--- src/rtl/neureka_accumulator_streamout.sv ---
// rtl/neureka_accumulator_streamout.sv - drains the accumulator buffer as strobed valid/ready beats
module neureka_accumulator_streamout #(
    parameter int DATA_WIDTH   = 8,
    parameter int NUM_WORDS    = 32,
    parameter int WIDTH_FACTOR = 8,
    localparam int LEN_WIDTH   = $clog2(NUM_WORDS + 1),
    localparam int NUM_BEATS   = NUM_WORDS / WIDTH_FACTOR
) (
    input  logic                               clk_i,
    input  logic                               rst_i,
    input  logic                               start_i,
    input  logic [LEN_WIDTH-1:0]               len_i,
    input  logic                               clear_after_i,
    input  logic [NUM_WORDS*DATA_WIDTH-1:0]    rdata_all_i,
    output logic                               clear_o,
    output logic                               busy_o,
    output logic                               done_o,
    output logic                               valid_o,
    input  logic                               ready_i,
    output logic [WIDTH_FACTOR*DATA_WIDTH-1:0] data_o,
    output logic [WIDTH_FACTOR-1:0]            strb_o,
    output logic                               last_o
);

    localparam int BEAT_W = WIDTH_FACTOR * DATA_WIDTH;
    localparam int NBW    = $clog2(NUM_BEATS + 1);
    localparam int RW     = (WIDTH_FACTOR > 1) ? $clog2(WIDTH_FACTOR) : 1;

    typedef enum logic [2:0] {S_IDLE, S_DRAIN, S_FLUSH, S_CLEAR, S_DONE} state_t;

    state_t                state, state_next;
    logic [NBW-1:0]        k, nbeats_q, nbeats_calc;
    logic [RW-1:0]         rem_q, rem_calc;
    logic                  clear_q;
    logic [LEN_WIDTH-1:0]  len_sat;
    logic                  handshake, load, last_load;
    logic [BEAT_W-1:0]     chunk;
    logic [WIDTH_FACTOR-1:0] part_mask;

    always_comb begin
        len_sat     = (len_i > LEN_WIDTH'(NUM_WORDS)) ? LEN_WIDTH'(NUM_WORDS) : len_i;
        rem_calc    = RW'(len_sat % LEN_WIDTH'(WIDTH_FACTOR));
        nbeats_calc = NBW'(len_sat / LEN_WIDTH'(WIDTH_FACTOR)) + NBW'(rem_calc != '0);
    end

    // The output register refills whenever it is empty or being drained this cycle.
    always_comb begin
        handshake = valid_o & ready_i;
        load      = (state == S_DRAIN) && (!valid_o || ready_i);
        last_load = load && (k == nbeats_q - NBW'(1));
        chunk     = '0;
        for (int b = 0; b < NUM_BEATS; b++) begin
            if (k == NBW'(b)) chunk = rdata_all_i[b*BEAT_W +: BEAT_W];
        end
        part_mask = '0;
        for (int i = 0; i < WIDTH_FACTOR; i++) begin
            part_mask[i] = (i < int'(rem_q));
        end
    end

    always_ff @(posedge clk_i) begin
        if (rst_i) state <= S_IDLE;
        else       state <= state_next;
    end

    always_comb begin
        state_next = state;
        busy_o     = (state != S_IDLE);
        clear_o    = (state == S_CLEAR);
        done_o     = (state == S_DONE);
        case (state)
            S_IDLE:  if (start_i) state_next = (len_sat != '0) ? S_DRAIN : S_DONE;
            S_DRAIN: if (last_load) state_next = S_FLUSH;
            S_FLUSH: if (handshake) state_next = clear_q ? S_CLEAR : S_DONE;
            S_CLEAR: state_next = S_DONE;
            S_DONE:  state_next = S_IDLE;
            default: state_next = S_IDLE;
        endcase
    end

    always_ff @(posedge clk_i) begin
        if (rst_i) begin
            k        <= '0;
            nbeats_q <= '0;
            rem_q    <= '0;
            clear_q  <= 1'b0;
            valid_o  <= 1'b0;
            data_o   <= '0;
            strb_o   <= '0;
            last_o   <= 1'b0;
        end else begin
            if (state == S_IDLE && start_i) begin
                nbeats_q <= nbeats_calc;
                rem_q    <= rem_calc;
                clear_q  <= clear_after_i;
                k        <= '0;
            end
            if (load) begin
                data_o  <= chunk;
                strb_o  <= (last_load && rem_q != '0) ? part_mask : '1;
                last_o  <= last_load;
                valid_o <= 1'b1;
                k       <= k + NBW'(1);
            end else if (handshake) begin
                valid_o <= 1'b0;
                last_o  <= 1'b0;
            end
        end
    end

endmodule

--- config.mk ---
export PLATFORM = sky130hd
export DESIGN_NAME = neureka_accumulator_streamout
export DESIGN_NICKNAME = d
export VERILOG_FILES = /design/src/rtl/neureka_accumulator_streamout.sv
export SDC_FILE = /design/constraint.sdc
export NUM_CORES = 1
export LEC_CHECK = 0
export ABC_CLOCK_PERIOD_IN_PS = 2500
export BUFFER_PORTS_ARGS = -buffer_cell sky130_fd_sc_hd__buf_2
export CORE_AREA = 2 2 134 136
export CTS_CLUSTER_DIAMETER = 80
export DETAILED_ROUTE_END_ITERATION = 10
export DIE_AREA = 0 0 136 138
export HOLD_SLACK_MARGIN = 0.08
export PLACE_DENSITY_LB_ADDON = 0.3
export SLEW_MARGIN = 30
export SYNTH_ARGS = -nofsm -noshare
export SYNTH_HDL_FRONTEND = slang
export SYNTH_SLANG_ARGS = --single-unit
--- constraint.sdc ---
create_clock -name clk_i -period 2.5 [get_ports clk_i]
set_input_delay 0.125 -clock clk_i [delete_from_list [all_inputs] [get_ports clk_i]]
set_output_delay 0.125 -clock clk_i [all_outputs]
set_load 0.03 [all_outputs]
# Word-level counts from Yosys, hierarchy flattened
# Index checks and enable logic that the tools add are counted.
word_totals:
  input_bits: 267
  out_inout_bits: 77
  wordCells: 64
  regBits: 87
op_classes:
  n_eq_ne: 11
  order_cmp: 8
  n_mux: 17
  n_reduce_logical: 15
  bitwise_logic: 1
  n_addsub: 3
op_table:
  columns: ["op", "n"]
  rows:
  - ["two-way mux 64 bit", 4]
  - ["two-way mux 3 bit", 7]
  - ["== test 3 x 2 -> 1 bit, second input constant", 4]
  - ["one-hot mux 3 bit (4 select lines)", 1]
  - ["< comparator 3 bit, first input constant", 3]
  - ["nonzero test 3 bit", 3]
  - ["two-way mux 8 bit", 1]
  - ["== test 3 x 1 -> 1 bit, second input constant", 2]
  - ["greater-than comparator 6 bit, second input constant", 1]
  - ["logical NOT 3 bit", 2]
  - ["< comparator 1 x 3 -> 1 bit, first input constant", 2]
  - ["< comparator 2 x 3 -> 1 bit, first input constant", 2]
  - ["two-way mux 6 bit", 1]
  - ["!= test 2 bit, second input constant", 3]
  - ["nonzero test 6 bit", 1]
  - ["logical AND 1 bit", 4]
  - ["nonzero test 2 bit", 2]
  - ["adder 3 x 1 -> 3 bit", 1]
  - ["adder 3 x 1 -> 3 bit, second input constant", 1]
  - ["== test 3 bit", 1]
  - ["== test 3 bit, second input constant", 1]
  - ["two-way mux 1 bit", 3]
  - ["AND reduction 3 bit", 1]
  - ["subtractor 3 x 1 -> 3 bit, second input constant", 1]
  - ["other kinds (3)", 3]

# Depth between registers and ports, before layout
# Gate-level depths: netlist (run 1).
logic_depth:
  word_depth: 6
  ltp_mapped: 8
  depth_no_buf: 6

# Worst setup path after synthesis (run 1)
# No wires, ideal clock.
synth_timing:
  path_kind: "reg-to-reg"
  from: "reg k[1]"
  to: "reg data_o[42]"
  synth_period_minus_slack_ps: 1793
  setup_ps: 81
  path_buffers: 2
  arrival_ps: 1711
  stages_incl_launch_ff: 9
  required_ps: 2419
  path_slack_ps: 707
  cell_sequence: "dfxtp_1 -> inv_1 -> ha_1 -> nor3b_2 -> buf_6 -> buf_6 -> a221oi_1 -> or3_1 -> a211oi_2"
synth_between:
  elab_chain_len: 5
  elab_cells_between_ends: 8
  cone_classes: "eq/ne: 3; mux: 4; reduce/logical: 1"
synth_rtl:
  columns: ["element", "line_no", "source"]
  rows:
  - ["from (decl)", "32", "logic [NBW-1:0] k, nbeats_q, nbeats_calc;"]
  - ["from (signal assigned)", "103", "k <= k + NBW'(1);"]
  - ["logical NOT 3 bit", "53", "if (k == NBW'(b)) chunk = rdata_all_i[b*BEAT_W +: BEAT_W];"]
  - ["two-way mux 64 bit (3 in a row)", "53", null]
  - ["two-way mux 64 bit (*)", "53", null]
  - ["to (signal assigned)", "99", "data_o <= chunk;"]
  - ["to (decl)", "20", "output logic [WIDTH_FACTOR*DATA_WIDTH-1:0] data_o,"]
# Mark *: on every way between the ends. The rest lies on a longest branch, timed or not.
# A chain may end at the register's enable or synchronous reset.

# Final worst setup path (run 1)
layout_timing:
  from: "reg k[1]"
  to: "reg data_o[56]"
# The elaborated chain is that of the path after synthesis.

==> summary.log, run 1 <==
INFO  floorplanning  floorplan.rows=49
INFO  logic_synthesis ys_seq_elements=87
INFO  critical_path  timing.critical_path.cells=inv_1, ha_1, nor3b_4, buf_4, a221oi_1, or3_1, a211oi_2
INFO  logic_synthesis postSynth.asyncResetShare=0%
INFO  floorplanning  overall_die_area=18770um^2
INFO  final_layout   layout.cell_area.non_filler=7830um^2
INFO  floorplanning  die_y=138um
INFO  critical_path  rr_worst_depth=7
INFO  final_layout   layout-drive-gt1-share=50.31%
INFO  sta            fin_setup_tns=0ps
INFO  outcome        result_of_the_run=complete, no violations
INFO  hold_path      worstHoldStart=len_i[2]
INFO  logic_synthesis net_count_after_synthesis=929
INFO  floorplanning  initial_util=32.00%
INFO  clocking       cts_tree=done
INFO  critical_path  setup.worst_path.start_class=register
INFO  logic_synthesis netlist_area=5610um^2
INFO  floorplanning  boundaryPins=344
INFO  sta            max_slew_margin=67.85%
INFO  logic_synthesis synthCells=654
INFO  hold_path      min_path_type=input port to register
INFO  grt            globalRouteOverflowTotal=0
INFO  flow_run       drv_cap=0
INFO  logic_synthesis ys_dominant_reg_cell=sky130_fd_sc_hd__dfxtp_1
INFO  critical_path  critical-path-slowest-cell=sky130_fd_sc_hd__dfxtp_1
INFO  sta            finalHoldViolations=0
INFO  final_layout   final_net_count=1231
INFO  placement      dp_hpwl=15390um
INFO  grt            grt_usage=21.56%
INFO  logic_synthesis post_synth.cell_area_avg=8.579um^2
INFO  placement      gpl.final_weighted_congestion=0.8809
INFO  clocking       clock_insertion_delay_worst_skew=340ps
INFO  final_layout   layoutNonFillerInstCount=1190
INFO  sta            max_freq=478.6MHz
INFO  critical_path  timing.critical_path.arrival=2350ps
INFO  route          wl_per_cell=17.71um
INFO  logic_synthesis register_area_share_after_synthesis=31.04%
INFO  clocking       hold_buffers=2
INFO  power          post_route_total_power=5.249mW
INFO  critical_path  start_of_the_worst_register_to_register_path=k[1]
INFO  sta            worst_pin_slew=482.3ps
INFO  placement      numPortBuffers=343
INFO  critical_path  crit_fanout=20
INFO  critical_path  worst_path_dominant_cell_family=simple AND/OR/NAND/NOR gates
INFO  sta            period_needed=2089ps
INFO  grt            grt_start_max_net_pins=45
INFO  logic_synthesis synth-edff-count=0
INFO  critical_path  max_stage_delay_on_crit_path=410ps
INFO  sta            skew=7.577ps
INFO  final_layout   final_core_util=44.66%
INFO  grt            grt_pass1_vias=6186
INFO  route          remaining_drc_errors=0
INFO  clocking       numCtsBuffers=9
INFO  sta            finalSetupViolations=0
INFO  route          antenna_left=0
INFO  grt            grt_antenna_before_repair=2
INFO  clocking       h_tree_level_count=3
INFO  critical_path  required=2760ps
INFO  clocking       postCtsSetupRepairBufs=0
INFO  critical_path  r2r_setup_slack=410ps
INFO  clocking       clockBufferDepth=2
INFO  logic_synthesis synth-warning-count=0
INFO  route          routed_via_count_divided_by_cell_count=5.280
INFO  floorplanning  design.core.area=17530um^2
INFO  placement      placed_cell_area=7480um^2
INFO  sta            post-route-period-util=83.57%
INFO  power          max-vdd-ir-drop=0.4663mV
INFO  clocking       cts.sink_count=87
INFO  power          power.static_leakage=3.556nW
INFO  floorplanning  die_width=136um
INFO  clocking       clkSlewWorstSetupHoldPaths=60ps
INFO  sta            total_count_of_max_transition_violations_in_the_final_report=0
INFO  grt            global_route_wire_length_before_repair=32220um
INFO  route          postRouteWirelength=21080um
INFO  clocking       cts_root_buf=sky130_fd_sc_hd__clkbuf_16
INFO  critical_path  timing.critical_path.buf_inv=2
INFO  route          first_pass_drt_iterations=5
INFO  sta            rsz_0062_raised_after_global_routing=false
INFO  clocking       cts-resized-gates=0
INFO  hold_path      worstHoldEndpoint=rem_q[2]
INFO  route          drtIter0Drc=280
INFO  route          dr_total_vias=6283
INFO  hold_path      min_path_cells=3
INFO  power          power.density_cell_area=670.4nW/um^2
INFO  critical_path  critical_path_class=register to register
INFO  critical_path  crit_path_end_kind=register
INFO  critical_path  critical_path.reg2reg.endpoint=data_o[56]
INFO  final_layout   area_growth_syn_to_layout=39.56%
INFO  logic_synthesis synth_cell_type_count=38
INFO  placement      dpl.cell_count=1172
==> worst max-delay path by stage <==
stage,startpoint,endpoint,slack (ps),depth (start not counted)
floorplan,k[1],data_o[42],710,8
global placement,k[1],data_o[14],460,7
finish,k[1],data_o[56],410,7
detailed placement,k[1],data_o[59],410,7
CTS,k[1],data_o[47],400,7
global route,k[1],data_o[56],270,7
==> stage by stage <==
| stage | setup slack, ps | hold slack (ps) |
|---|---|---|
| 6_report | 410.6 | 119.8 |
| 5_1_grt | 266.0 | 106.8 |
| 4_1_cts | 395.4 | 103.2 |
| 3_5_place_dp | 413.3 | 400.0 |
| 3_3_place_gp | 462.5 | 394.0 |
| 2_1_floorplan | 707.4 | 261.0 |
==> state kept, by name (all words and copies together), names as in the netlist <==
register  cells
clear_q       1
data_o       64
strb_o        8
k             3
nbeats_q      3
last_o        1
valid_o       1
rem_q         3
state         3
==> worst reg2reg max path, delay by kind of cell (launching register included) <==
family,cells,cell delay [ps]
AND/OR/NAND/NOR,2,620
buffers and inverters,2,430
flip-flops,1,410
AO/OA/AOI/OAI,2,340
adder cells (fa/ha/maj),1,220
==> kinds of logic (layout without fill, tap and decap cells) <==
| kind of cell | Yosys count | in the layout | synth area share [%] |
|---|---|---|---|
| adder cells (fa/ha/maj) | 8 | 8 | 1.784 |
| buffers and inverters | 80 | 386 | 7.694 |
| flip-flops | 87 | 87 | 31.04 |
| other | 0 | 1 | 0 |
| AND/OR/NAND/NOR | 256 | 256 | 21.57 |
| AO/OA/AOI/OAI | 217 | 217 | 36.98 |
| XOR/XNOR | 6 | 6 | 0.9367 |
==> synth_stat cells, types with 4 or more instances <==
master	instances	area share, %
sky130_fd_sc_hd__clkbuf_1	34	2.3
sky130_fd_sc_hd__nand2_1	18	1.2
sky130_fd_sc_hd__a21oi_1	76	6.8
sky130_fd_sc_hd__a211oi_2	60	13
sky130_fd_sc_hd__ha_1	8	1.8
sky130_fd_sc_hd__buf_12	4	1.4
sky130_fd_sc_hd__a311oi_1	5	0.78
sky130_fd_sc_hd__dfxtp_1	87	31
sky130_fd_sc_hd__buf_2	29	2.6
sky130_fd_sc_hd__nand3_1	6	0.54
sky130_fd_sc_hd__a221oi_1	24	3.7
sky130_fd_sc_hd__or3_1	64	7.1
sky130_fd_sc_hd__xor2_1	4	0.62
sky130_fd_sc_hd__a221oi_2	40	11
sky130_fd_sc_hd__inv_1	8	0.54
sky130_fd_sc_hd__nor2_1	143	9.6
sky130_fd_sc_hd__a211oi_1	7	0.94
sky130_fd_sc_hd__nor2b_1	5	0.56
==> layout by cell type, fill, tap and decap left out, types with 2 or more instances in the layout <==
cell | Yosys | final
sky130_fd_sc_hd__nor2_1 | 143 | 143
sky130_fd_sc_hd__xor2_1 | 4 | 4
sky130_fd_sc_hd__xnor2_1 | 2 | 2
sky130_fd_sc_hd__nor3_1 | 2 | 2
sky130_fd_sc_hd__nor3b_1 | 2 | 2
sky130_fd_sc_hd__nand2_1 | 18 | 18
sky130_fd_sc_hd__a221oi_2 | 40 | 40
sky130_fd_sc_hd__nand2b_1 | 3 | 2
sky130_fd_sc_hd__clkbuf_16 | 0 | 9
sky130_fd_sc_hd__buf_12 | 4 | 7
sky130_fd_sc_hd__a221oi_1 | 24 | 24
sky130_fd_sc_hd__inv_1 | 8 | 8
sky130_fd_sc_hd__buf_2 | 29 | 342
sky130_fd_sc_hd__a311oi_1 | 5 | 5
sky130_fd_sc_hd__a211oi_2 | 60 | 60
sky130_fd_sc_hd__dfxtp_1 | 87 | 87
sky130_fd_sc_hd__nand3_1 | 6 | 5
sky130_fd_sc_hd__ha_1 | 8 | 7
sky130_fd_sc_hd__nor2b_4 | 0 | 2
sky130_fd_sc_hd__nor4_1 | 2 | 2
sky130_fd_sc_hd__clkbuf_1 | 34 | 2
sky130_fd_sc_hd__a211oi_1 | 7 | 7
sky130_fd_sc_hd__bufinv_16 | 0 | 3
sky130_fd_sc_hd__nor2b_1 | 5 | 3
sky130_fd_sc_hd__dlygate4sd3_1 | 0 | 2
sky130_fd_sc_hd__nand3b_1 | 3 | 3
sky130_fd_sc_hd__buf_4 | 2 | 12
sky130_fd_sc_hd__or3_1 | 64 | 64
sky130_fd_sc_hd__a21oi_1 | 76 | 76
==> routing by layer <==
layer | global-route usage (%) | share of wire, % | routed length, um
met3 | 5.501 | 7.5 | 1585
met2 | 37.61 | 49 | 10270
met1 | 25.76 | 41 | 8632
met5 | 0 | 0.052 | 11
met4 | 6.579 | 2.7 | 573
==> where the power goes <==
part	total (mW)	switching, mW	internal [mW]
clock network	1.52	0.551	0.971
logic	2.07	1.22	0.841
registers	1.66	0.101	1.56
total	5.25	1.88	3.37
==> final cells by class <==
type / count / area (um^2)
Fill cell: 1792 / 9704
Multi-Input combinational cell: 487 / 3480
Timing Repair Buffer: 363 / 1962
Sequential cell: 87 / 1742
Tap cell: 229 / 286.5
Clock buffer: 11 / 232.7
Clock inverter: 4 / 95.09
Inverter: 8 / 30.03
Antenna cell: 1 / 2.502
(Power assumes the default switching activity.)
==> run 2, diff against run 1 <==
--- a/config.mk
+++ b/config.mk
@@ -5,7 +5,7 @@
 export SDC_FILE = /design/constraint.sdc
 export NUM_CORES = 1
 export LEC_CHECK = 0
-export ABC_CLOCK_PERIOD_IN_PS = 2500
+export ABC_CLOCK_PERIOD_IN_PS = 2200
 export BUFFER_PORTS_ARGS = -buffer_cell sky130_fd_sc_hd__buf_2
 export CORE_AREA = 2 2 134 136
 export CTS_CLUSTER_DIAMETER = 80
==> constraint.sdc (replaced) <==
create_clock -name clk_i -period 2.2 [get_ports clk_i]
set_input_delay 0.11 -clock clk_i [delete_from_list [all_inputs] [get_ports clk_i]]
set_output_delay 0.11 -clock clk_i [all_outputs]
set_load 0.03 [all_outputs]
==> run 2 against run 1 <==
Compared with the run above: worst hold slack got worse by 21 ps; critical path depth increased by 1; wire length about the same; global-route usage decreased by 0.20 points; fmax about the same; via count decreased by 0.11%; first-iteration DRC count increased by 3.2%; non-clock buffer count increased by 10; cell count increased by 1.1%; sequential share of layout area decreased by 0.39 points; clock power increased by 4%; count of clock-buffer cells in the layout decreased by 2.
==> summary.log, run 2 (same netlist as run 1, synthesis figures left out) <==
INFO  sta            skew=9.586ps [was 7.577 ps]
INFO  power          switching_share=37.49% [was 35.76%]
INFO  grt            grt_pass1_vias=6103 [was 6186]
INFO  grt            globalRouteOverflowTotal=0 [unchanged]
INFO  sta            period_needed=2091ps [was 2089 ps]
INFO  route          dr_total_vias=6276 [was 6283]
INFO  clocking       cts.sink_count=87 [unchanged]
INFO  clocking       cts-resized-gates=0 [unchanged]
INFO  power          combinational_group_share_of_total_power=41.3% [was 39.4%]
INFO  clocking       clockBufferDepth=2 [unchanged]
INFO  power          post_route_total_power=5.895mW [was 5.249 mW]
INFO  grt            grt_start_max_net_pins=68 [was 45]
INFO  clocking       clock_insertion_delay_worst_skew=350ps [was 340 ps]
INFO  grt            global_route_wire_length_before_repair=31790um [was 32220 um]
INFO  hold_path      min_path_type=input port to register [unchanged]
INFO  clocking       cts_tree=done [unchanged]
INFO  route          postRouteWirelength=21080um [about the same]
INFO  route          first_pass_drt_iterations=4 [was 5]
INFO  critical_path  setup.worst_path.start_class=register [unchanged]
INFO  floorplanning  die_width=136um [unchanged]
INFO  final_layout   final_cell_mix=342 x sky130_fd_sc_hd__buf_2, 143 x sky130_fd_sc_hd__nor2_1, 87 x sky130_fd_sc_hd__dfxtp_1 [unchanged]
INFO  clocking       h_tree_level_count=3 [unchanged]
INFO  floorplanning  design.core.area=17530um^2 [unchanged]
INFO  critical_path  critical_path_class=register to register [unchanged]
INFO  final_layout   final_net_count=1241 [was 1231]
INFO  power          power.share.clock=26.8% [was 29.0%]
INFO  floorplanning  initial_util=32.00% [unchanged]
INFO  route          drtIter0Drc=289 [was 280]
INFO  power          seq_power_share=31.9% [was 31.6%]
INFO  final_layout   area_growth_syn_to_layout=42.04% [was 39.56%]
INFO  placement      placed_cell_area=7635um^2 [was 7480 um^2]
INFO  placement      dpl.cell_count=1181 [was 1172]
INFO  final_layout   top_regs=data_o x64, strb_o x8 [unchanged]
INFO  route          remaining_drc_errors=0 [unchanged]
INFO  route          antenna_left=0 [unchanged]
INFO  final_layout   number_of_filler_instances_in_the_final_layout=1745 [was 1792]
INFO  final_layout   mostFrequentLayoutCell=sky130_fd_sc_hd__buf_2 [unchanged]
INFO  sta            max_freq=478.2MHz [was 478.6 MHz]
INFO  final_layout   largest_register_ffs=64 [unchanged]
INFO  clocking       numCtsBuffers=9 [unchanged]
INFO  final_layout   layoutNonFillerInstCount=1203 [was 1190]
INFO  power          power.static_leakage=3.614nW [was 3.556 nW]
INFO  final_layout   layout.cell_area.non_filler=7969um^2 [was 7830 um^2]
INFO  sta            finalSetupViolations=0 [unchanged]
INFO  power          switchingPower=2.210mW [was 1.877 mW]
INFO  flow_run       drv_cap=0 [unchanged]
INFO  critical_path  crit_path_end_kind=register [unchanged]
INFO  route          routed_via_count_divided_by_cell_count=5.217 [was 5.280]
INFO  grt            grt_usage=21.35% [was 21.56%]
INFO  floorplanning  overall_die_area=18770um^2 [unchanged]
INFO  floorplanning  boundaryPins=344 [unchanged]
INFO  sta            total_count_of_max_transition_violations_in_the_final_report=0 [unchanged]
INFO  grt            grt_antenna_before_repair=3 [was 2]
INFO  power          power.internal=3.685mW [was 3.372 mW]
INFO  placement      gpl.final_weighted_congestion=0.8226 [was 0.8809]
INFO  clocking       cts_root_buf=sky130_fd_sc_hd__clkbuf_16 [unchanged]
INFO  clocking       clkSlewWorstSetupHoldPaths=70ps [was 60 ps]
INFO  final_layout   layout-drive-gt1-share=50.98% [was 50.31%]
INFO  sta            post-route-period-util=95.06% [was 83.57%]
INFO  placement      dp_hpwl=15430um [was 15390 um]
INFO  power          max-vdd-ir-drop=0.3428mV [was 0.4663 mV]
INFO  floorplanning  floorplan.rows=49 [unchanged]
INFO  sta            max_slew_margin=63.92% [was 67.85%]
INFO  floorplanning  die_y=138um [unchanged]
INFO  route          wl_per_cell=17.52um [was 17.71 um]
INFO  final_layout   register_name_with_the_most_flops=data_o [unchanged]
INFO  power          power.density_cell_area=739.8nW/um^2 [was 670.4 nW/um^2]
INFO  sta            finalHoldViolations=0 [unchanged]
INFO  sta            worst_pin_slew=541.3ps [was 482.3 ps]
INFO  critical_path  crit_fanout=22 [was 20]
INFO  placement      numPortBuffers=343 [unchanged]
INFO  critical_path  timing.critical_path.arrival=2360ps [was 2350 ps]
INFO  outcome        result_of_the_run=complete, no violations [unchanged]
INFO  critical_path  required=2460ps [was 2760 ps]
run 2: power groups by stage:
stage | clock network [mW] | registers, mW | logic [mW]
after floorplan | 0 | 2.26 | 1.34
after global placement | 0 | 1.91 | 2.43
after detailed placement | 0 | 1.92 | 2.44
after CTS | 1.63 | 1.88 | 2.45
after global routing | 1.67 | 1.90 | 2.64
final | 1.58 | 1.88 | 2.43
run 2: path summary, 6_finish.rpt:
| kind | start | endpoint | slack [ps] | depth (start not counted) |
|---|---|---|---|---|
| hold / removal | len_i[2] | rem_q[2] | 100 | 3 |
| hold reg to reg | nbeats_q[1] | nbeats_q[1] | 470 | 2 |
| setup reg to reg | k[0] | data_o[28] | 110 | 8 |
| setup / recovery | k[0] | data_o[28] | 110 | 8 |
run 2: per-layer routing:
metal	wire length, um	global-route usage [%]	part of all wire [%]	vias up
li1	-	-	-	3052
met4	526	8.443	2.5	0
met5	0	0	0	-
met2	10460	36.90	50	255
met1	8614	25.86	41	2933
met3	1473	4.107	7.0	36
run 2: repair_timing:
item | in CTS | in global routing
setup buffers | 0 | 0
hold endpoints to repair | 3 | 0
hold buffers | 3 | 0
run 2: metrics by stage:
step           setup slack, ps  TNS, ps  util (%)  hold WS, ps
2_1_floorplan            407.4        0         -        246.0
3_3_place_gp             190.3        0     43.54        378.5
3_5_place_dp             144.6        0     43.54        373.1
4_1_cts                  97.27        0     45.40        93.25
5_1_grt                 -3.808   -3.808     45.45        91.64
6_report                 108.6        0     45.45        98.90
run 2: cell type report:
class,count,area (um^2),area share (%)
inverter,8,30.03,0.3768
sequential,87,1742,21.86
clock inverter,7,71.32,0.8950
tap,229,286.5,3.596
multi-input combinational,487,3480,43.66
antenna,3,7.507,0.09421
timing repair buffer,373,2127,26.69
clock buffer,9,225.2,2.826
run 2: critical path, stage by stage, from the launching register on:
cell and delay (ps):
sky130_fd_sc_hd__dfxtp_1 360, sky130_fd_sc_hd__inv_1 120, sky130_fd_sc_hd__ha_1 150, sky130_fd_sc_hd__nor3b_4 280
sky130_fd_sc_hd__buf_12 240, sky130_fd_sc_hd__buf_4 200, sky130_fd_sc_hd__a221oi_2 80, sky130_fd_sc_hd__or3_1 370
sky130_fd_sc_hd__a211oi_2 190
==> run 3, diff against run 2 <==
--- a/config.mk
+++ b/config.mk
@@ -5,12 +5,14 @@
 export SDC_FILE = /design/constraint.sdc
 export NUM_CORES = 1
 export LEC_CHECK = 0
+export ABC_AREA = 1
 export ABC_CLOCK_PERIOD_IN_PS = 2200
 export BUFFER_PORTS_ARGS = -buffer_cell sky130_fd_sc_hd__buf_2
-export CORE_AREA = 2 2 134 136
+export CORE_AREA = 2 2 132 134
+export CTS_BUF_LIST = sky130_fd_sc_hd__clkbuf_2
 export CTS_CLUSTER_DIAMETER = 80
 export DETAILED_ROUTE_END_ITERATION = 10
-export DIE_AREA = 0 0 136 138
+export DIE_AREA = 0 0 134 136
 export HOLD_SLACK_MARGIN = 0.08
 export PLACE_DENSITY_LB_ADDON = 0.3
 export SLEW_MARGIN = 30
==> run 3 against run 2 <==
Compared with the run above: synthesized cell count is 17% higher; area after synthesis decreased by 2.0%; the run now fails in 4_1_cts.
==> summary.log, run 3 <==
INFO  clocking       postCtsSetupRepairBufs=0 [unchanged]
INFO  logic_synthesis netlist_area=5499um^2 [was 5610 um^2]
INFO  logic_synthesis synth_top_cells_by_area=sky130_fd_sc_hd__dfxtp_1 32%, sky130_fd_sc_hd__a21oi_1 13%, sky130_fd_sc_hd__nand3_1 12%, sky130_fd_sc_hd__nand2_1 7.0%, sky130_fd_sc_hd__o211ai_1 6.3% [was sky130_fd_sc_hd__dfxtp_1 31%, sky130_fd_sc_hd__a211oi_2 13%, sky130_fd_sc_hd__a221oi_2 11%, sky130_fd_sc_hd__nor2_1 9.6%, sky130_fd_sc_hd__or3_1 7.1%]
INFO  logic_synthesis postSynth.asyncResetShare=0% [unchanged]
INFO  logic_synthesis ys_seq_elements=87 [unchanged]
INFO  floorplanning  floorplan.rows=48 [was 49]
INFO  floorplanning  die_width=134um [was 136 um]
INFO  logic_synthesis synth.largest_area_cell=sky130_fd_sc_hd__dfxtp_1 [unchanged]
INFO  logic_synthesis net_count_after_synthesis=1039 [was 929]
INFO  logic_synthesis synth-warning-count=0 [unchanged]
INFO  logic_synthesis post_synth.cell_area_avg=7.198um^2 [was 8.579 um^2]
INFO  logic_synthesis synth_top_area_share=31.67% [was 31.04%]
INFO  outcome        result_of_the_run=stopped before the end [was complete, no violations]
INFO  floorplanning  die_y=136um [was 138 um]
INFO  logic_synthesis netlist_top_cells_count=147 x sky130_fd_sc_hd__a21oi_1, 127 x sky130_fd_sc_hd__nand3_1, 103 x sky130_fd_sc_hd__nand2_1 [was 143 x sky130_fd_sc_hd__nor2_1, 87 x sky130_fd_sc_hd__dfxtp_1, 76 x sky130_fd_sc_hd__a21oi_1]
INFO  logic_synthesis synth-edff-count=0 [unchanged]
INFO  clocking       cts-resized-gates=0 [unchanged]
INFO  logic_synthesis synthCells=764 [was 654]
INFO  logic_synthesis register_area_share_after_synthesis=31.67% [was 31.04%]
INFO  placement      minimum_setup_slack_after_placement=399.4ps [was 144.6 ps]
INFO  floorplanning  boundaryPins=344 [unchanged]
INFO  outcome        flow.first_error=[ERROR RSZ-0060] Max buffer count reached.
INFO  logic_synthesis ys_dominant_reg_cell=sky130_fd_sc_hd__dfxtp_1 [unchanged]
INFO  clocking       clockBufferDepth=2 [unchanged]
INFO  clocking       numCtsBuffers=9 [unchanged]
INFO  placement      numPortBuffers=343 [unchanged]
INFO  floorplanning  initial_util=32.58% [was 32.00%]
INFO  outcome        stop_stage=4_1_cts
INFO  clocking       cts_root_buf=sky130_fd_sc_hd__clkbuf_2 [was sky130_fd_sc_hd__clkbuf_16]
INFO  logic_synthesis top_count_cell_post_synth=sky130_fd_sc_hd__a21oi_1 [was sky130_fd_sc_hd__nor2_1]
INFO  placement      gpl.final_weighted_congestion=0.8625 [was 0.8226]
INFO  clocking       hold_buffers=260 [was 3]
INFO  clocking       cts.sink_count=87 [unchanged]
INFO  placement      dp_hpwl=15020um [was 15430 um]
INFO  logic_synthesis synth_cell_type_count=29 [was 38]
INFO  clocking       h_tree_level_count=3 [unchanged]
-- run 3: logic make-up after synthesis --
group,count (synthesis),share of synthesized area (%)
AO/OA/AOI/OAI,291,31.44
XOR/XNOR,1,0.1593
adder cells (fa/ha/maj),8,1.820
buffers and inverters,107,10.92
flip-flops,87,31.67
AND/OR/NAND/NOR,270,23.98
-- run 3: stage by stage --
step           area, um^2  utilization, %  std cells
2_1_floorplan        5499               -        764
3_3_place_gp         7257           43.00       1279
3_5_place_dp         7257           43.00       1279
==> run 4, diff against run 3 <==
--- a/config.mk
+++ b/config.mk
@@ -8,13 +8,10 @@
 export ABC_AREA = 1
 export ABC_CLOCK_PERIOD_IN_PS = 2200
 export BUFFER_PORTS_ARGS = -buffer_cell sky130_fd_sc_hd__buf_2
-export CORE_AREA = 2 2 132 134
-export CTS_BUF_LIST = sky130_fd_sc_hd__clkbuf_2
-export CTS_CLUSTER_DIAMETER = 80
+export CORE_MARGIN = 1.5
+export CORE_UTILIZATION = 31
 export DETAILED_ROUTE_END_ITERATION = 10
-export DIE_AREA = 0 0 134 136
-export HOLD_SLACK_MARGIN = 0.08
-export PLACE_DENSITY_LB_ADDON = 0.3
+export PLACE_DENSITY_LB_ADDON = 0.15
 export SLEW_MARGIN = 30
 export SYNTH_ARGS = -nofsm -noshare
 export SYNTH_HDL_FRONTEND = slang
==> run 4 against run 3 <==
Compared with the run above: the run now ends clean; synthesized cell count unchanged; area after synthesis is the same.
==> summary.log, run 4 <==
INFO  floorplanning  die_width=136.2um [was 134 um]
INFO  final_layout   final_core_util=43.93%
INFO  grt            grt.busiest_layer=met2
INFO  grt            global_route_wire_length_before_repair=33040um
INFO  grt            grtUsageMet1=27.65%
INFO  clocking       cts-resized-gates=0 [unchanged]
INFO  power          power.static_leakage=3.879nW
INFO  sta            period_needed=1793ps
INFO  critical_path  setup.worst_path.start_class=register
INFO  power          switching_share=49.56%
INFO  sta            finalHoldViolations=0
INFO  logic_synthesis synth_cell_type_count=29 [unchanged]
INFO  route          routed_via_count_divided_by_cell_count=5.115
INFO  flow_run       drv_cap=0
INFO  critical_path  timing.critical_path.arrival=2040ps
INFO  sta            worst_pin_slew=454.7ps
INFO  grt            grt_pass1_vias=6313
INFO  placement      dp_hpwl=15590um [was 15020 um]
INFO  final_layout   layoutNonFillerInstCount=1302
INFO  sta            max_slew_margin=69.69%
INFO  logic_synthesis synth-warning-count=0 [unchanged]
INFO  route          antenna_left=0
INFO  critical_path  crit_fanout=90
INFO  clocking       cts.sink_count=87 [unchanged]
INFO  clocking       hold_buffers=0 [was 260]
INFO  grt            globalRouteMet2Util=37.49%
INFO  power          power.share.clock=15.6%
INFO  final_layout   footprint_of_the_multi_input_gates=3159um^2
INFO  critical_path  r2r_setup_slack=410ps
INFO  final_layout   final_cell_mix=343 x sky130_fd_sc_hd__buf_2, 147 x sky130_fd_sc_hd__a21oi_1, 127 x sky130_fd_sc_hd__nand3_1
INFO  floorplanning  floorplan.rows=48 [unchanged]
INFO  clocking       clockBufferDepth=2 [unchanged]
INFO  final_layout   mostFrequentLayoutCell=sky130_fd_sc_hd__buf_2
INFO  sta            rsz_0062_raised_after_global_routing=false
INFO  grt            grt_start_max_net_pins=91
INFO  power          post_route_total_power=9.821mW
INFO  power          combinational_group_share_of_total_power=59.2%
INFO  power          power.density_cell_area=1293nW/um^2
INFO  clocking       postCtsSetupRepairBufs=0 [unchanged]
INFO  route          remaining_drc_errors=0
INFO  grt            gr-usage-met3=6.749%
INFO  critical_path  crit_path_end_kind=register
INFO  sta            fin_setup_tns=0ps
INFO  final_layout   seq_area=1742um^2
INFO  final_layout   area_growth_syn_to_layout=38.18%
INFO  clocking       cts_tree=done
INFO  logic_synthesis postSynth.asyncResetShare=0% [unchanged]
INFO  floorplanning  initial_util=31.79% [was 32.58%]
INFO  logic_synthesis synth.largest_area_cell=sky130_fd_sc_hd__dfxtp_1 [unchanged]
INFO  clocking       h_tree_level_count=3 [unchanged]
INFO  logic_synthesis net_count_after_synthesis=1039 [unchanged]
INFO  floorplanning  design.core.area=17300um^2
INFO  floorplanning  boundaryPins=344 [unchanged]
INFO  route          postRouteWirelength=21540um
INFO  logic_synthesis synthCells=764 [unchanged]
INFO  grt            grt_antenna_before_repair=6
INFO  route          first_pass_drt_iterations=4
INFO  critical_path  critical_path_class=register to register
INFO  route          drtIter0Drc=244
INFO  power          max-vdd-ir-drop=0.5736mV
INFO  critical_path  required=2440ps
INFO  clocking       numCtsBuffers=9 [unchanged]
INFO  logic_synthesis synth-edff-count=0 [unchanged]
INFO  grt            globalRouteOverflowTotal=0
INFO  logic_synthesis netlist_top_cells_count=147 x sky130_fd_sc_hd__a21oi_1, 127 x sky130_fd_sc_hd__nand3_1, 103 x sky130_fd_sc_hd__nand2_1 [unchanged]
INFO  power          seq_power_share=25.2%
INFO  power          switchingPower=4.868mW
INFO  logic_synthesis ys_seq_elements=87 [unchanged]
INFO  final_layout   layout-drive-gt1-share=39.68%
INFO  logic_synthesis ys_dominant_reg_cell=sky130_fd_sc_hd__dfxtp_1 [unchanged]
INFO  placement      numPortBuffers=343 [unchanged]
INFO  floorplanning  die_y=136.2um [was 136 um]
INFO  sta            total_count_of_max_transition_violations_in_the_final_report=0
INFO  route          dr_total_vias=6660
INFO  logic_synthesis top_count_cell_post_synth=sky130_fd_sc_hd__a21oi_1 [unchanged]
INFO  sta            max_freq=557.8MHz
INFO  route          wl_per_cell=16.54um
INFO  hold_path      min_path_type=input port to register
INFO  final_layout   largest_register_ffs=64
INFO  clocking       clock_insertion_delay_worst_skew=360ps
INFO  final_layout   number_of_filler_instances_in_the_final_layout=1853
INFO  power          power.internal=4.954mW
INFO  grt            grt_usage=22.87%
INFO  sta            finalSetupViolations=0
INFO  logic_synthesis synth_top_area_share=31.67% [unchanged]
INFO  final_layout   final_net_count=1341
INFO  placement      dpl.cell_count=1280 [was 1279]
INFO  outcome        result_of_the_run=complete, no violations [was stopped before the end]
INFO  final_layout   register_name_with_the_most_flops=data_o
INFO  floorplanning  overall_die_area=18550um^2
INFO  sta            post-route-period-util=81.49%
INFO  logic_synthesis post_synth.cell_area_avg=7.198um^2 [unchanged]
INFO  logic_synthesis synth_top_cells_by_area=sky130_fd_sc_hd__dfxtp_1 32%, sky130_fd_sc_hd__a21oi_1 13%, sky130_fd_sc_hd__nand3_1 12%, sky130_fd_sc_hd__nand2_1 7.0%, sky130_fd_sc_hd__o211ai_1 6.3% [unchanged]
INFO  sta            skew=10.57ps
INFO  sta            hold_ws=15.90ps
INFO  logic_synthesis register_area_share_after_synthesis=31.67% [unchanged]
INFO  final_layout   top_regs=data_o x64, strb_o x8
INFO  placement      gpl.final_weighted_congestion=0.8901 [was 0.8625]
INFO  clocking       clkSlewWorstSetupHoldPaths=80ps
INFO  logic_synthesis netlist_area=5499um^2 [unchanged]
INFO  clocking       cts_root_buf=sky130_fd_sc_hd__clkbuf_16 [was sky130_fd_sc_hd__clkbuf_2]
==> run 4: cell counts after synthesis <==
No cell type changed its count.
==> run 4: path summary, 6_finish.rpt <==
check / start / endpoint / depth (start not counted)
setup reg to reg: k[0] / data_o[32] / 7
hold / removal: len_i[2] / rem_q[2] / 3
setup / recovery: k[0] / data_o[32] / 7
hold reg to reg: strb_o[4] / strb_o[4] / 2
==> run 4: kinds of logic after synthesis <==
family	synth area share (%)
xor gates and xnor gates	0.1593
and+or+nand+nor	23.98
DFF	31.67
AOI/OAI and AO/OA	31.44
buffers and inverters	10.92
adders and majority gates	1.820
==> run 4: power by group through the flow <==
stage,Clock (mW),Combinational (mW),Sequential [mW]
2_1_floorplan,0,3.25,3.48
3_3_place_gp,0,5.85,2.51
3_5_place_dp,0,5.87,2.49
4_1_cts,1.59,5.88,2.47
5_1_grt,1.65,6.43,2.54
6_report,1.53,5.81,2.47
==> run 4: metrics by stage <==
stage / setup WS (ps) / area, um^2
finish: 407.1 / 7599
CTS: 428.9 / 7584
global placement: 478.0 / 7289
floorplan: 576.6 / 5499
global route: 289.7 / 7599
detailed placement: 450.7 / 7289
==> run 4: layer usage <==
layer | part of all wire (%) | vias to the layer above
li1 | - | 3337
met4 | 3.1 | 0
met3 | 7.5 | 44
met1 | 42 | 3027
met5 | 0 | -
met2 | 48 | 252
==> run 4: final cells by class <==
class | instances | area share [%]
Antenna cell | 6 | 0.1976
Clock buffer | 9 | 2.964
Clock inverter | 7 | 0.9056
Inverter | 36 | 1.778
Multi-Input combinational cell | 570 | 41.58
Sequential cell | 87 | 22.92
Tap cell | 225 | 3.705
Timing Repair Buffer | 362 | 25.95
==> run 4: worst max-delay path, stage by stage (launching register included) <==
cell                       delay (ps)
sky130_fd_sc_hd__dfxtp_1          440
sky130_fd_sc_hd__inv_1            100
sky130_fd_sc_hd__ha_1             240
sky130_fd_sc_hd__nand2_4          100
sky130_fd_sc_hd__buf_12           330
sky130_fd_sc_hd__nand3_1          160
sky130_fd_sc_hd__o211ai_1         120
sky130_fd_sc_hd__a21oi_1           80
